### src/rtl/simp_io_pkg.sv
// Shared definitions for the simpcpu memory-mapped I/O peripherals:
// console address map, STATUS bit layout and the UART transmitter state encoding.
package simp_io_pkg;

    localparam logic [15:0] CONSOLE_BASE = 16'h1000;

    localparam logic [15:0] REG_TXDATA = 16'd0;
    localparam logic [15:0] REG_STATUS = 16'd1;

    localparam int unsigned ST_FULL      = 0;
    localparam int unsigned ST_EMPTY     = 1;
    localparam int unsigned ST_BUSY      = 2;
    localparam int unsigned ST_OVF       = 3;
    localparam int unsigned ST_COUNT_LSB = 8;

    typedef enum logic [1:0] {
        UART_IDLE,
        UART_START,
        UART_DATA,
        UART_STOP
    } uart_state_e;

endpackage

### src/rtl/simp_fifo.sv
// Synchronous FIFO with a combinational head output (dout) and an occupancy count.
// The caller is responsible for never pushing when full unless popping in the same cycle.
module simp_fifo #(
    parameter int unsigned WIDTH = 8,
    parameter int unsigned DEPTH = 8
) (
    input  logic                     clk,
    input  logic                     rst,
    input  logic                     push,
    input  logic                     pop,
    input  logic [WIDTH-1:0]         din,
    output logic [WIDTH-1:0]         dout,
    output logic                     full,
    output logic                     empty,
    output logic [$clog2(DEPTH):0]   count
);

    localparam int unsigned AW = $clog2(DEPTH);

    logic [WIDTH-1:0] r_mem [DEPTH];
    logic [AW-1:0]    r_wptr;
    logic [AW-1:0]    r_rptr;
    logic [AW:0]      r_count;

    always_ff @(posedge clk) begin
        if (push) begin
            r_mem[r_wptr] <= din;
        end
    end

    always_ff @(posedge clk or negedge rst) begin
        if (!rst) begin
            r_wptr  <= '0;
            r_rptr  <= '0;
            r_count <= '0;
        end else begin
            if (push) r_wptr <= r_wptr + 1'b1;
            if (pop)  r_rptr <= r_rptr + 1'b1;
            case ({push, pop})
                2'b10:   r_count <= r_count + 1'b1;
                2'b01:   r_count <= r_count - 1'b1;
                default: r_count <= r_count;
            endcase
        end
    end

    assign dout  = r_mem[r_rptr];
    assign full  = (r_count == (AW+1)'(DEPTH));
    assign empty = (r_count == '0);
    assign count = r_count;

endmodule

### src/rtl/simp_uart_tx.sv
// Console output peripheral: decodes CPU writes to TXDATA/STATUS, buffers bytes
// in a FIFO and serialises them as 8N1 UART on txd.
module simp_uart_tx
    import simp_io_pkg::*;
#(
    parameter logic [15:0] BASE_ADDR    = CONSOLE_BASE,
    parameter int unsigned FIFO_DEPTH   = 8,
    parameter int unsigned CLKS_PER_BIT = 16
) (
    input  logic        clk,
    input  logic        rst,
    input  logic [15:0] addr,
    input  logic [15:0] wdata,
    input  logic        wr,
    output logic [15:0] rdata,
    output logic        sel,
    output logic        txd,
    output logic        tx_empty
);

    localparam int unsigned AW = $clog2(FIFO_DEPTH);
    localparam int unsigned BW = $clog2(CLKS_PER_BIT);
    localparam logic [BW-1:0] BAUD_LAST = BW'(CLKS_PER_BIT - 1);

    uart_state_e r_state, w_state_nxt;
    logic [BW-1:0] r_baud, w_baud_nxt;
    logic [2:0]    r_bit, w_bit_nxt;
    logic [7:0]    r_shift, w_shift_nxt;
    logic          r_txd, w_txd_nxt;
    logic          r_ovf;
    logic [15:0]   r_rdata;

    logic          w_hit_data, w_hit_stat;
    logic          w_push_req, w_push, w_pop;
    logic          w_ovf_set, w_ovf_clr;
    logic          w_full, w_empty, w_baud_end;
    logic [7:0]    w_dout;
    logic [AW:0]   w_count;
    logic [15:0]   w_status;
    logic          w_unused_hi;

    assign w_hit_data = (addr == BASE_ADDR + REG_TXDATA);
    assign w_hit_stat = (addr == BASE_ADDR + REG_STATUS);
    assign sel        = w_hit_data | w_hit_stat;

    // A pop in the same cycle frees a slot, so a push into a full FIFO still lands.
    assign w_push_req = wr & w_hit_data;
    assign w_push     = w_push_req & (~w_full | w_pop);
    assign w_ovf_set  = w_push_req & w_full & ~w_pop;
    assign w_ovf_clr  = wr & w_hit_stat & wdata[ST_OVF];
    assign w_unused_hi = ^wdata[15:8];

    simp_fifo #(
        .WIDTH (8),
        .DEPTH (FIFO_DEPTH)
    ) u_fifo (
        .clk   (clk),
        .rst   (rst),
        .push  (w_push),
        .pop   (w_pop),
        .din   (wdata[7:0]),
        .dout  (w_dout),
        .full  (w_full),
        .empty (w_empty),
        .count (w_count)
    );

    always_comb begin
        w_status                          = '0;
        w_status[ST_FULL]                 = w_full;
        w_status[ST_EMPTY]                = w_empty;
        w_status[ST_BUSY]                 = (r_state != UART_IDLE);
        w_status[ST_OVF]                  = r_ovf;
        w_status[ST_COUNT_LSB +: (AW+1)]  = w_count;
    end

    always_ff @(posedge clk or negedge rst) begin
        if (!rst) begin
            r_ovf   <= 1'b0;
            r_rdata <= '0;
        end else begin
            if (w_ovf_set)      r_ovf <= 1'b1;
            else if (w_ovf_clr) r_ovf <= 1'b0;
            r_rdata <= w_hit_stat ? w_status : '0;
        end
    end

    assign w_baud_end = (r_baud == BAUD_LAST);

    always_comb begin
        w_state_nxt = r_state;
        w_baud_nxt  = r_baud;
        w_bit_nxt   = r_bit;
        w_shift_nxt = r_shift;
        w_txd_nxt   = r_txd;
        w_pop       = 1'b0;
        if (r_state != UART_IDLE) begin
            w_baud_nxt = w_baud_end ? '0 : r_baud + 1'b1;
        end
        case (r_state)
            UART_IDLE: begin
                if (!w_empty) begin
                    w_pop       = 1'b1;
                    w_shift_nxt = w_dout;
                    w_txd_nxt   = 1'b0;
                    w_baud_nxt  = '0;
                    w_state_nxt = UART_START;
                end
            end
            UART_START: begin
                if (w_baud_end) begin
                    w_txd_nxt   = r_shift[0];
                    w_shift_nxt = {1'b0, r_shift[7:1]};
                    w_bit_nxt   = '0;
                    w_state_nxt = UART_DATA;
                end
            end
            UART_DATA: begin
                if (w_baud_end) begin
                    if (r_bit == 3'd7) begin
                        w_txd_nxt   = 1'b1;
                        w_state_nxt = UART_STOP;
                    end else begin
                        w_txd_nxt   = r_shift[0];
                        w_shift_nxt = {1'b0, r_shift[7:1]};
                        w_bit_nxt   = r_bit + 1'b1;
                    end
                end
            end
            UART_STOP: begin
                // Chain straight into the next start bit so back-to-back bytes have no gap.
                if (w_baud_end) begin
                    if (!w_empty) begin
                        w_pop       = 1'b1;
                        w_shift_nxt = w_dout;
                        w_txd_nxt   = 1'b0;
                        w_state_nxt = UART_START;
                    end else begin
                        w_state_nxt = UART_IDLE;
                    end
                end
            end
            default: w_state_nxt = UART_IDLE;
        endcase
    end

    always_ff @(posedge clk or negedge rst) begin
        if (!rst) begin
            r_state <= UART_IDLE;
            r_baud  <= '0;
            r_bit   <= '0;
            r_shift <= '0;
            r_txd   <= 1'b1;
        end else begin
            r_state <= w_state_nxt;
            r_baud  <= w_baud_nxt;
            r_bit   <= w_bit_nxt;
            r_shift <= w_shift_nxt;
            r_txd   <= w_txd_nxt;
        end
    end

    assign txd      = r_txd;
    assign rdata    = r_rdata;
    assign tx_empty = w_empty & (r_state == UART_IDLE);

endmodule

### config.mk
export PLATFORM = sky130hd
export DESIGN_NAME = simp_uart_tx
export DESIGN_NICKNAME = d
export VERILOG_FILES = /design/src/rtl/simp_io_pkg.sv /design/src/rtl/simp_fifo.sv /design/src/rtl/simp_uart_tx.sv
export SDC_FILE = /design/constraint.sdc
export NUM_CORES = 1
export LEC_CHECK = 0
export CAP_MARGIN = 25
export CELL_PAD_IN_SITES_DETAIL_PLACEMENT = 1
export CELL_PAD_IN_SITES_GLOBAL_PLACEMENT = 1
export CORE_MARGIN = 2
export CORE_UTILIZATION = 30
export CTS_BUF_LIST = sky130_fd_sc_hd__clkbuf_4
export CTS_CLUSTER_SIZE = 40
export DETAILED_ROUTE_END_ITERATION = 8
export DONT_BUFFER_PORTS = 1
export PLACE_DENSITY = 0.47
export SYNTH_ARGS = -nofsm -noshare
export SYNTH_HDL_FRONTEND = slang
export SYNTH_HIERARCHICAL = 1
export SYNTH_SLANG_ARGS = --single-unit
### constraint.sdc
create_clock -name clk -period 4 [get_ports clk]
set_input_delay 0.8 -clock clk [delete_from_list [all_inputs] [get_ports clk]]
set_output_delay 0.8 -clock clk [all_outputs]
set_load 0.02 [all_outputs]
==> flow_summary.yaml, run 1 <==
critical_path:
  cp_top_family: "simple AND/OR/NAND/NOR gates"
  max_stage_delay_ps: 450
  cp-end-kind: "flip-flop"
  critPathMaxFanout: 7
  r2r_end: "u_fifo/count[2]"
  worst-r2r-cell-count: 13
  path_buf_inv: 1
  worst_path_max_delay_cell: "and3_1"
  crit_path_start_kind: "flip-flop"
  rrSetupSlack_ps: 630
  worstPathCellList: "ha_1 > and3_1 > a21oi_2 > o31ai_2 > nor3b_2 > inv_1 > ha_1 > xor2_1 > ha_1 > a21oi_1 > xor2_1 > nor2_1 > xor2_1"
  required_ps: 4350
  r2r_start: "r_baud[0]"
  crit_type: "reg2reg"
  crit_arrival_ps: 3720
route:
  wl_per_cell_um: 17.69
  routed-via-count: 2319
  firstDrtPassIters: 6
  drt_iter0_drc: 81
  via_per_inst: 4.762
  wirelength_um: 8613
  drc: 0
  ant_nets: 0
timing:
  finalSetupTns_ps: 0
  max_clock_freq_ghz: 0.2967
  fin_skew_ps: 21.06
  period_needed_ps: 3370
  slew-limit-headroom_pct: 33.94
  hold_violations: 0
  slew_viol_final: 0
  grt_setup_unrepaired: "false"
  timing.final.crit_share_pct: 84.25
  worstMarginPinSlew_ps: 990.9
  finalSetupViolCount: 0
layout:
  syn2layout_area_growth_pct: 8.877
  final_util_pct: 33.64
  antenna_cells: 0
  finalNetCount: 345
  final_layout_size_suffix_gt1_share_pct: 18.15
power_and_ir_drop:
  power_density_nw_per_um2: 604.9
  p_leak_nw: 1.881
  ir_drop_mv: 0.2303
job:
  cap_viol_max_count: 0
floorplanning:
  die-area_um2: 16080
  row_count: 44
  io_pins: 54
  coreArea_um2: 14640
  dieHeight_um: 126.8
  die_w_um: 126.8
  initial_utilization_pct: 30.90
synth:
  synth_cell_type_count: 47
  synth_xor_area_share_pct: 1.742
  synth_seq_cells: 101
  synth_edf_count: 64
  synth_compound_area_share_pct: 6.333
  synth_top_family_by_area: "multiplexers"
  synthCells: 282
  yosys.area_share.simple_pct: 7.633
  ys_seq_area_share_pct: 62.97
  synth-adder-area-share_pct: 3.319
  avgSynthCellArea_um2: 16.04
  ys_warn_count: 6
  ys_async_sr_fraction_pct: 36.63
  muxShareOfSynthArea_pct: 14.08
  synth_ff_type: "edfxtp_1"
  synth_area_um2: 4524
clocking:
  clock_latency_ps: 470
  clockBufferDepth: 2
  cts_tree: "built"
  cts.clk_slew.worst_paths_ps: 170
  clock-root-buffer: "clkbuf_4"
  clkSinkCount: 101
  ctsHtreeMaxLevel: 3
  cts_made_buffers: 9
  cts_resized: 0
grt:
  track_usage_pct: 11.38
  grt_pass1_vias: 2381
  overflow: 0
  grt_max_degree: 37
  grt_pass1_wl_um: 13520
  antenna_found_initial: 0
placement:
  hpwl_um: 5760
  gp_congestion: 0.6680
  io_buffers: 0
run_status:
  outcome: "finished, final reports clean"
worst_hold_path:
  min-delay-path-class: "in2async"
[how the worst max path moves through the flow]
stage / from / slack, ps / cells past startpoint / end
after floorplan: addr[9] / 1080 / 11 / u_fifo/count[2]
after global placement: r_baud[0] / 660 / 13 / u_fifo/count[2]
after detailed placement: r_baud[0] / 630 / 13 / u_fifo/count[2]
after CTS: r_baud[0] / 580 / 13 / u_fifo/count[2]
after global routing: r_baud[0] / 310 / 13 / u_fifo/count[2]
final: r_baud[0] / 630 / 13 / u_fifo/count[2]
[what timing repair did]
action,4_1_cts,5_1_grt
hold endpoints to repair,36,0
hold buffers,1,0
buffers inserted,0,0
[cells in the final DEF, fill, tap and decap left out, types with 7 or more instances in the layout]
cell	instances
and3_1	9
nand2_1	18
dfrtp_1	36
conb_1	8
mux2i_1	7
o21ai_0	12
edfxtp_1	64
buf_4	16
ha_1	12
nor2_1	10
mux4_1	16
mux2_2	12
clkbuf_4	9
[metal layers]
layer	part of all wire, %	wire length (µm)	up-vias	global-route usage (%)
met1	45	3861	1184	14.18
met3	2.6	223	8	3.416
met5	0	0	-	0
li1	-	-	1099	-
met2	51	4404	28	18.82
met4	1.5	125	0	4.072
[kinds of logic after synthesis]
kind of cell               count (synthesis)
AOI/OAI and AO/OA                         35
DFF                                      101
muxes                                     36
xor gates and xnor gates                   9
buffers and inverters                     25
other                                      1
adders and majority gates                 12
and+or+nand+nor                           63
[Yosys cell counts (7+ instances only)]
library cell	instances	area share (%)
edfxtp_1	64	42
mux2i_1	7	1.5
and3_1	9	1.2
nand2_1	18	1.5
dfrtp_1	36	20
o21ai_0	12	1.3
mux4_1	16	9.3
mux2_2	12	3.0
nor2_1	10	0.83
ha_1	12	3.3
buf_4	8	1.3
[through the flow]
| step | worst slack, ps | cell area (µm²) | total power, mW | std cells | hold WS, ps |
|---|---|---|---|---|---|
| after floorplan | 1077 | 4551 | 2.263 | 289 | 442.9 |
| after global placement | 661.8 | 4750 | 2.423 | 470 | 461.0 |
| after detailed placement | 626.5 | 4750 | 2.442 | 470 | 470.7 |
| after CTS | 584.9 | 4926 | 3.049 | 487 | 92.92 |
| after global routing | 305.8 | 4926 | 3.204 | 487 | 74.68 |
| final | 630.1 | 4926 | 2.980 | 487 | 129.9 |
[flip-flops by register name, indices dropped and copies added (netlist names)]
signal	flops
r_shift	8
rdata	8
r_state	2
u_fifo/count	4
r_bit	3
txd	1
u_fifo/r_wptr	3
u_fifo/r_mem	64
u_fifo/r_rptr	3
r_ovf	1
r_baud	4
[power by group]
part	switching, mW	leakage, nW	internal [mW]
combinational	0.473	0.746	0.517
sequential	0.191	1.05	1.22
clock	0.375	0.0860	0.206
[final cells by class]
type                    count  area [µm²]
repair buffers             17       140.1
multi-input cells         163        1528
fillers                  1543        9718
well taps                 184       230.2
clock buffers               9       67.56
inverters                   6       22.52
clock inverters             7       88.84
flip-flops and latches    101        2849
No activity file was read; power rests on OpenSTA's default activity.
==> run 2: changes to the inputs <==
==> constraint.sdc (replaced) <==
create_clock -name clk -period 3.2 [get_ports clk]
set_input_delay 0.64 -clock clk [delete_from_list [all_inputs] [get_ports clk]]
set_output_delay 0.64 -clock clk [all_outputs]
set_load 0.02 [all_outputs]
==> flow_summary.yaml, run 2 (synthesis gave the netlist of run 1 again) <==
timing:
  grt_setup_unrepaired: "false"
  fin_skew_ps: 28.87
  finalSetupViolCount: 0
  worstMarginPinSlew_ps: 755.3
  hold_violations: 0
  slew-limit-headroom_pct: 49.65
  slew_viol_final: 0
  period_needed_ps: 2895
  finalSetupTns_ps: 0
  max_clock_freq_ghz: 0.3455
  timing.final.crit_share_pct: 90.45
floorplanning:
  dieHeight_um: 126.8
  io_pins: 54
  initial_utilization_pct: 30.90
  die-area_um2: 16080
  die_w_um: 126.8
  coreArea_um2: 14640
  row_count: 44
worst_hold_path:
  min-delay-path-class: "in2reg"
route:
  wl_per_cell_um: 17.19
  ant_nets: 0
  drt_iter0_drc: 96
  routed-via-count: 2312
  drc: 0
  via_per_inst: 4.738
  wirelength_um: 8387
  firstDrtPassIters: 4
layout:
  finalNetCount: 345
  final_cells: 488
  largest-register: "u_fifo/r_mem"
  layout_commonest_cell: "edfxtp_1"
  final_layout_size_suffix_gt1_share_pct: 17.82
  final_cell_mix: "edfxtp_1 (64), dfrtp_1 (36), nand2_1 (18)"
  syn2layout_area_growth_pct: 8.877
  largest_reg_flops: 64
placement:
  hpwl_um: 5445
  dp.cells: 469
  gp_congestion: 0.6382
  io_buffers: 0
job:
  cap_viol_max_count: 0
power_and_ir_drop:
  p_seq_share_pct: 45.8
  switchingPower_mw: 1.293
  p_leak_nw: 1.879
  power_density_nw_per_um2: 757.0
  combPwrFrac_pct: 34.9
  p_clk_share_pct: 19.3
  netSwitchingFraction_pct: 34.66
  p_int_mw: 2.437
  ir_drop_mv: 0.3117
grt:
  grt_max_degree: 38
  overflow: 0
  track_usage_pct: 11.21
  grt_pass1_wl_um: 13420
  grt_pass1_vias: 2458
  antenna_found_initial: 1
critical_path:
  crit_path_start_kind: "flip-flop"
  rrSetupSlack_ps: 310
  critPathMaxFanout: 5
  crit_arrival_ps: 3260
  required_ps: 3560
  crit_type: "reg2reg"
  cp-end-kind: "flip-flop"
clocking:
  ctsHtreeMaxLevel: 3
  clock-root-buffer: "clkbuf_4"
  cts_made_buffers: 9
  clock_latency_ps: 480
  cts.clk_slew.worst_paths_ps: 180
  cts_setup_buffers: 0
  clockBufferDepth: 2
  clkSinkCount: 101
  cts_tree: "built"
run_status:
  outcome: "finished, final reports clean"
==> run 2: cell types whose count changed in the layout (fill, tap and decap cells not counted) <==
cell	previous run	this run
buf_4	16	15
clkinv_8	1	0
diode_2	0	1
dlygate4sd3_1	0	1
inv_8	1	2
==> run 2: path summary, 6_finish.rpt <==
check | from | to | cells after the start
setup / recovery | r_baud[0] | u_fifo/count[2] | 13
setup reg to reg | r_baud[0] | u_fifo/count[2] | 13
hold / removal | wdata[0] | u_fifo/r_mem[3][0] | 0
max in group asynchronous | rst | txd | 2
min in group asynchronous | rst | u_fifo/count[0] | 2
hold reg to reg | r_shift[1] | r_shift[1] | 2
==> run 2: worst max-delay path: stages, from the launching register on <==
cell,delay (ps)
dfrtp_1,440
ha_1,250
and3_1,220
a21oi_2,80
o31ai_2,300
nor3b_2,270
inv_1,90
ha_1,270
xor2_1,180
ha_1,190
a21oi_1,150
xor2_1,160
nor2_1,60
xor2_1,140
==> run 2: power by group through the flow <==
stage                     clock network, mW  logic, mW  registers [mW]
after global routing                  0.801       1.47            1.74
after global placement                    0       1.30            1.74
after floorplan                           0       1.19            1.64
after detailed placement                  0       1.32            1.74
final                                 0.719       1.30            1.71
after CTS                             0.766       1.34            1.72
==> run 2: area by class of cell <==
type	instances	area (µm²)
diodes	1	2.502
multi-input cells	163	1528
clock buffers	9	67.56
clock inverters	7	83.83
well taps	184	230.2
flip-flops and latches	101	2849
inverters	6	22.52
fillers	1518	9718
repair buffers	17	142.6
==> run 2: timing repair <==
| item | CTS | global route |
|---|---|---|
| hold buffers | 2 | 0 |
| resized for setup | 0 | 0 |
| endpoints found under the hold margin | 37 | 0 |
==> run 2: per-stage QoR <==
step,area (µm²),power (mW),utilization [%],worst slack (ps),hold slack (ps)
3_3_place_gp,4742,3.038,32.38,350.8,345.5
6_report,4926,3.729,33.64,305.5,235.1
4_1_cts,4923,3.823,33.62,269.7,183.3
2_1_floorplan,4551,2.828,-,417.7,344.4
3_5_place_dp,4742,3.066,32.38,305.2,345.8
5_1_grt,4926,4.008,33.64,49.73,181.8
==> run 2: layer usage <==
layer | vias to the layer above | track usage [%] | part of all wire (%)
met2 | 27 | 18.56 | 50
li1 | 1109 | - | -
met4 | 0 | 4.266 | 1.8
met5 | - | 0 | 0
met3 | 9 | 3.585 | 2.8
met1 | 1167 | 13.72 | 46
==> run 3: changes to the inputs <==
--- a/config.mk
+++ b/config.mk
@@ -15,7 +15,7 @@
 export DETAILED_ROUTE_END_ITERATION = 8
 export DONT_BUFFER_PORTS = 1
 export PLACE_DENSITY = 0.47
+export SLEW_MARGIN = 10
 export SYNTH_ARGS = -nofsm -noshare
 export SYNTH_HDL_FRONTEND = slang
-export SYNTH_HIERARCHICAL = 1
 export SYNTH_SLANG_ARGS = --single-unit
==> flow_summary.yaml, run 3 <==
route:
  routed-via-count: 2465
  drt_iter0_drc: 87
  firstDrtPassIters: 4
  wirelength_um: 9248
  via_per_inst: 4.852
  drc: 0
  wl_per_cell_um: 18.20
  ant_nets: 0
power_and_ir_drop:
  switchingPower_mw: 1.438
  p_seq_share_pct: 46.2
  total_power_mw: 3.865
  p_int_mw: 2.427
  p_clk_share_pct: 19.7
  p_leak_nw: 1.825
  ir_drop_mv: 0.2274
  combPwrFrac_pct: 34.1
  power_density_nw_per_um2: 789.3
  netSwitchingFraction_pct: 37.21
floorplanning:
  dieHeight_um: 126.1
  io_pins: 54
  row_count: 44
  initial_utilization_pct: 30.79
  die_w_um: 126.1
  die-area_um2: 15910
  coreArea_um2: 14530
critical_path:
  required_ps: 3570
  path_buf_inv: 1
  max_stage_delay_ps: 450
  crit_path_start_kind: "flip-flop"
  cp_top_family: "adder cells"
  crit_arrival_ps: 3140
  critPathMaxFanout: 5
  crit_type: "reg2reg"
  cp-end-kind: "flip-flop"
  worstPathCellList: "ha_1 > a41oi_1 > o21a_1 > nor3_1 > inv_1 > ha_1 > xor2_1 > ha_1 > a21oi_1 > xor2_1 > nor2_1 > xor2_1"
  worst_path_max_delay_cell: "dfrtp_1"
layout:
  fillers: 1563
  syn2layout_area_growth_pct: 9.393
  multiInputGateArea_um2: 1478
  layout_commonest_cell: "edfxtp_1"
  largest_reg_flops: 64
  fin_area_um2: 4896
  final_cells: 508
  final_layout_size_suffix_gt1_share_pct: 17.34
  register_area_um2: 2849
  largest-register: "u_fifo.r_mem"
  final_cell_mix: "edfxtp_1 (64), dfrtp_1 (36), nand2_1 (21)"
  finalNetCount: 365
job:
  cap_viol_max_count: 0
synth:
  ys_top_cells_by_count: "edfxtp_1 (64), dfrtp_1 (36), nand2_1 (21)"
  synth_ff_type: "edfxtp_1"
  synth_edf_count: 64
  ys_warn_count: 0
  synth_seq_cells: 101
  ys_seq_area_share_pct: 63.66
  synthCells: 306
  ys_async_sr_fraction_pct: 36.63
  synth.most_common_cell: "edfxtp_1"
  synth_area_um2: 4476
  avgSynthCellArea_um2: 14.63
  synthTopCellsByArea: "edfxtp_1 (43%), dfrtp_1 (20%), mux4_2 (7.0%)"
  synth_cell_type_count: 50
  synth_top_area_share_pct: 42.94
  synth.largest_area_cell: "edfxtp_1"
grt:
  overflow: 0
  grt_pass1_vias: 2617
  antenna_found_initial: 1
  grt_max_degree: 38
  grt_pass1_wl_um: 14820
  track_usage_pct: 12.59
placement:
  place_area_um2: 4703
  gp_congestion: 0.6773
  dp.cells: 489
  hpwl_um: 6210
  io_buffers: 0
timing:
  max_clock_freq_ghz: 0.3612
  finalSetupViolCount: 0
  timing.final.crit_share_pct: 86.52
  fin_skew_ps: 28.88
  slew_viol_final: 0
  grt_setup_unrepaired: "false"
  slew-limit-headroom_pct: 47.71
  hold_violations: 0
  timing.hold.ws_ps: 212.1
  period_needed_ps: 2769
  finalSetupTns_ps: 0
  worstMarginPinSlew_ps: 784.4
clocking:
  cts_resized: 0
  cts_made_buffers: 9
  ctsHtreeMaxLevel: 3
  cts_tree: "built"
  clock-root-buffer: "clkbuf_4"
  cts.clk_slew.worst_paths_ps: 190
  clockBufferDepth: 2
  clock_latency_ps: 500
  clkSinkCount: 101
worst_hold_path:
  min-delay-path-class: "in2reg"
run_status:
  outcome: "finished, final reports clean"
## run 3: cell types whose count changed after synthesis, sizes merged, moves of 4 or more
cell / delta
nor2: +4
o21ai: -6
nand3: +6
mux2: -9
clkbuf: +5
o221ai: +6
a21oi: +6
## run 3: layout make-up
class	count	area share (%)
clock inverters	7	1.891
well taps	184	4.702
repair buffers	18	3.067
inverters	7	0.5367
multi-input cells	181	30.18
flip-flops and latches	101	58.19
diodes	1	0.05111
clock buffers	9	1.380
## run 3: stage by stage
stage                     util, %  setup WS (ps)
after floorplan                 -          457.5
after CTS                   33.67          410.7
after global routing        33.69          201.0
after global placement      32.36          389.0
after detailed placement    32.36          333.0
final                       33.69          431.3
## run 3: logic make-up (layout without fill, tap and decap cells)
group,Yosys count,in the layout,share of synthesized area [%]
multiplexers,28,28,10.29
adder cells (fa/ha/maj),12,12,3.355
XOR/XNOR,10,10,1.957
buffers and inverters,31,41,3.914
AND/OR/NAND/NOR,83,83,10.12
other,1,9,0.08379
flip-flops,101,101,63.66
AO/OA/AOI/OAI,40,40,6.626
## run 3: final timing paths
path                                      endpoint  cells past startpoint  slack (ps)       start
worst max-delay path               u_fifo.count[2]                     12         430   r_baud[0]
worst min-delay path            u_fifo.r_mem[2][3]                      0         210    wdata[3]
worst max register to register     u_fifo.count[2]                     12         430   r_baud[0]
worst min register to register          r_shift[7]                      2         510  r_shift[7]
max in group asynchronous                      txd                      2        2360         rst
min in group asynchronous         u_fifo.r_rptr[0]                      2         570         rst
## run 3: timing repair
item,in CTS,in global routing
buffers inserted,0,0
endpoints found under the hold margin,37,0
hold buffers,2,0
## run 3: power groups by stage
| stage | Combinational [mW] | Sequential, mW | Clock, mW |
|---|---|---|---|
| floorplan | 1.23 | 1.62 | 0 |
| global placement | 1.31 | 1.82 | 0 |
| detailed placement | 1.33 | 1.82 | 0 |
| CTS | 1.35 | 1.79 | 0.805 |
| global route | 1.49 | 1.82 | 0.851 |
| finish | 1.32 | 1.78 | 0.762 |
## run 3: worst reg2reg max path, cell delays in order (launching register included)
cell and delay [ps]:
dfrtp_1 450, ha_1 280, a41oi_1 210, o21a_1 260, nor3_1 250, inv_1 100, ha_1 260, xor2_1 160
ha_1 190, a21oi_1 140, xor2_1 150, nor2_1 60, xor2_1 140
## run 3: per-layer routing
| layer | global-route usage (%) | wire (µm) | vias to the layer above |
|---|---|---|---|
| met4 | 5.042 | 121 | 0 |
| li1 | - | - | 1171 |
| met3 | 3.993 | 349 | 7 |
| met5 | 0 | 0 | - |
| met1 | 16.84 | 4388 | 1246 |
| met2 | 19.07 | 4388 | 41 |
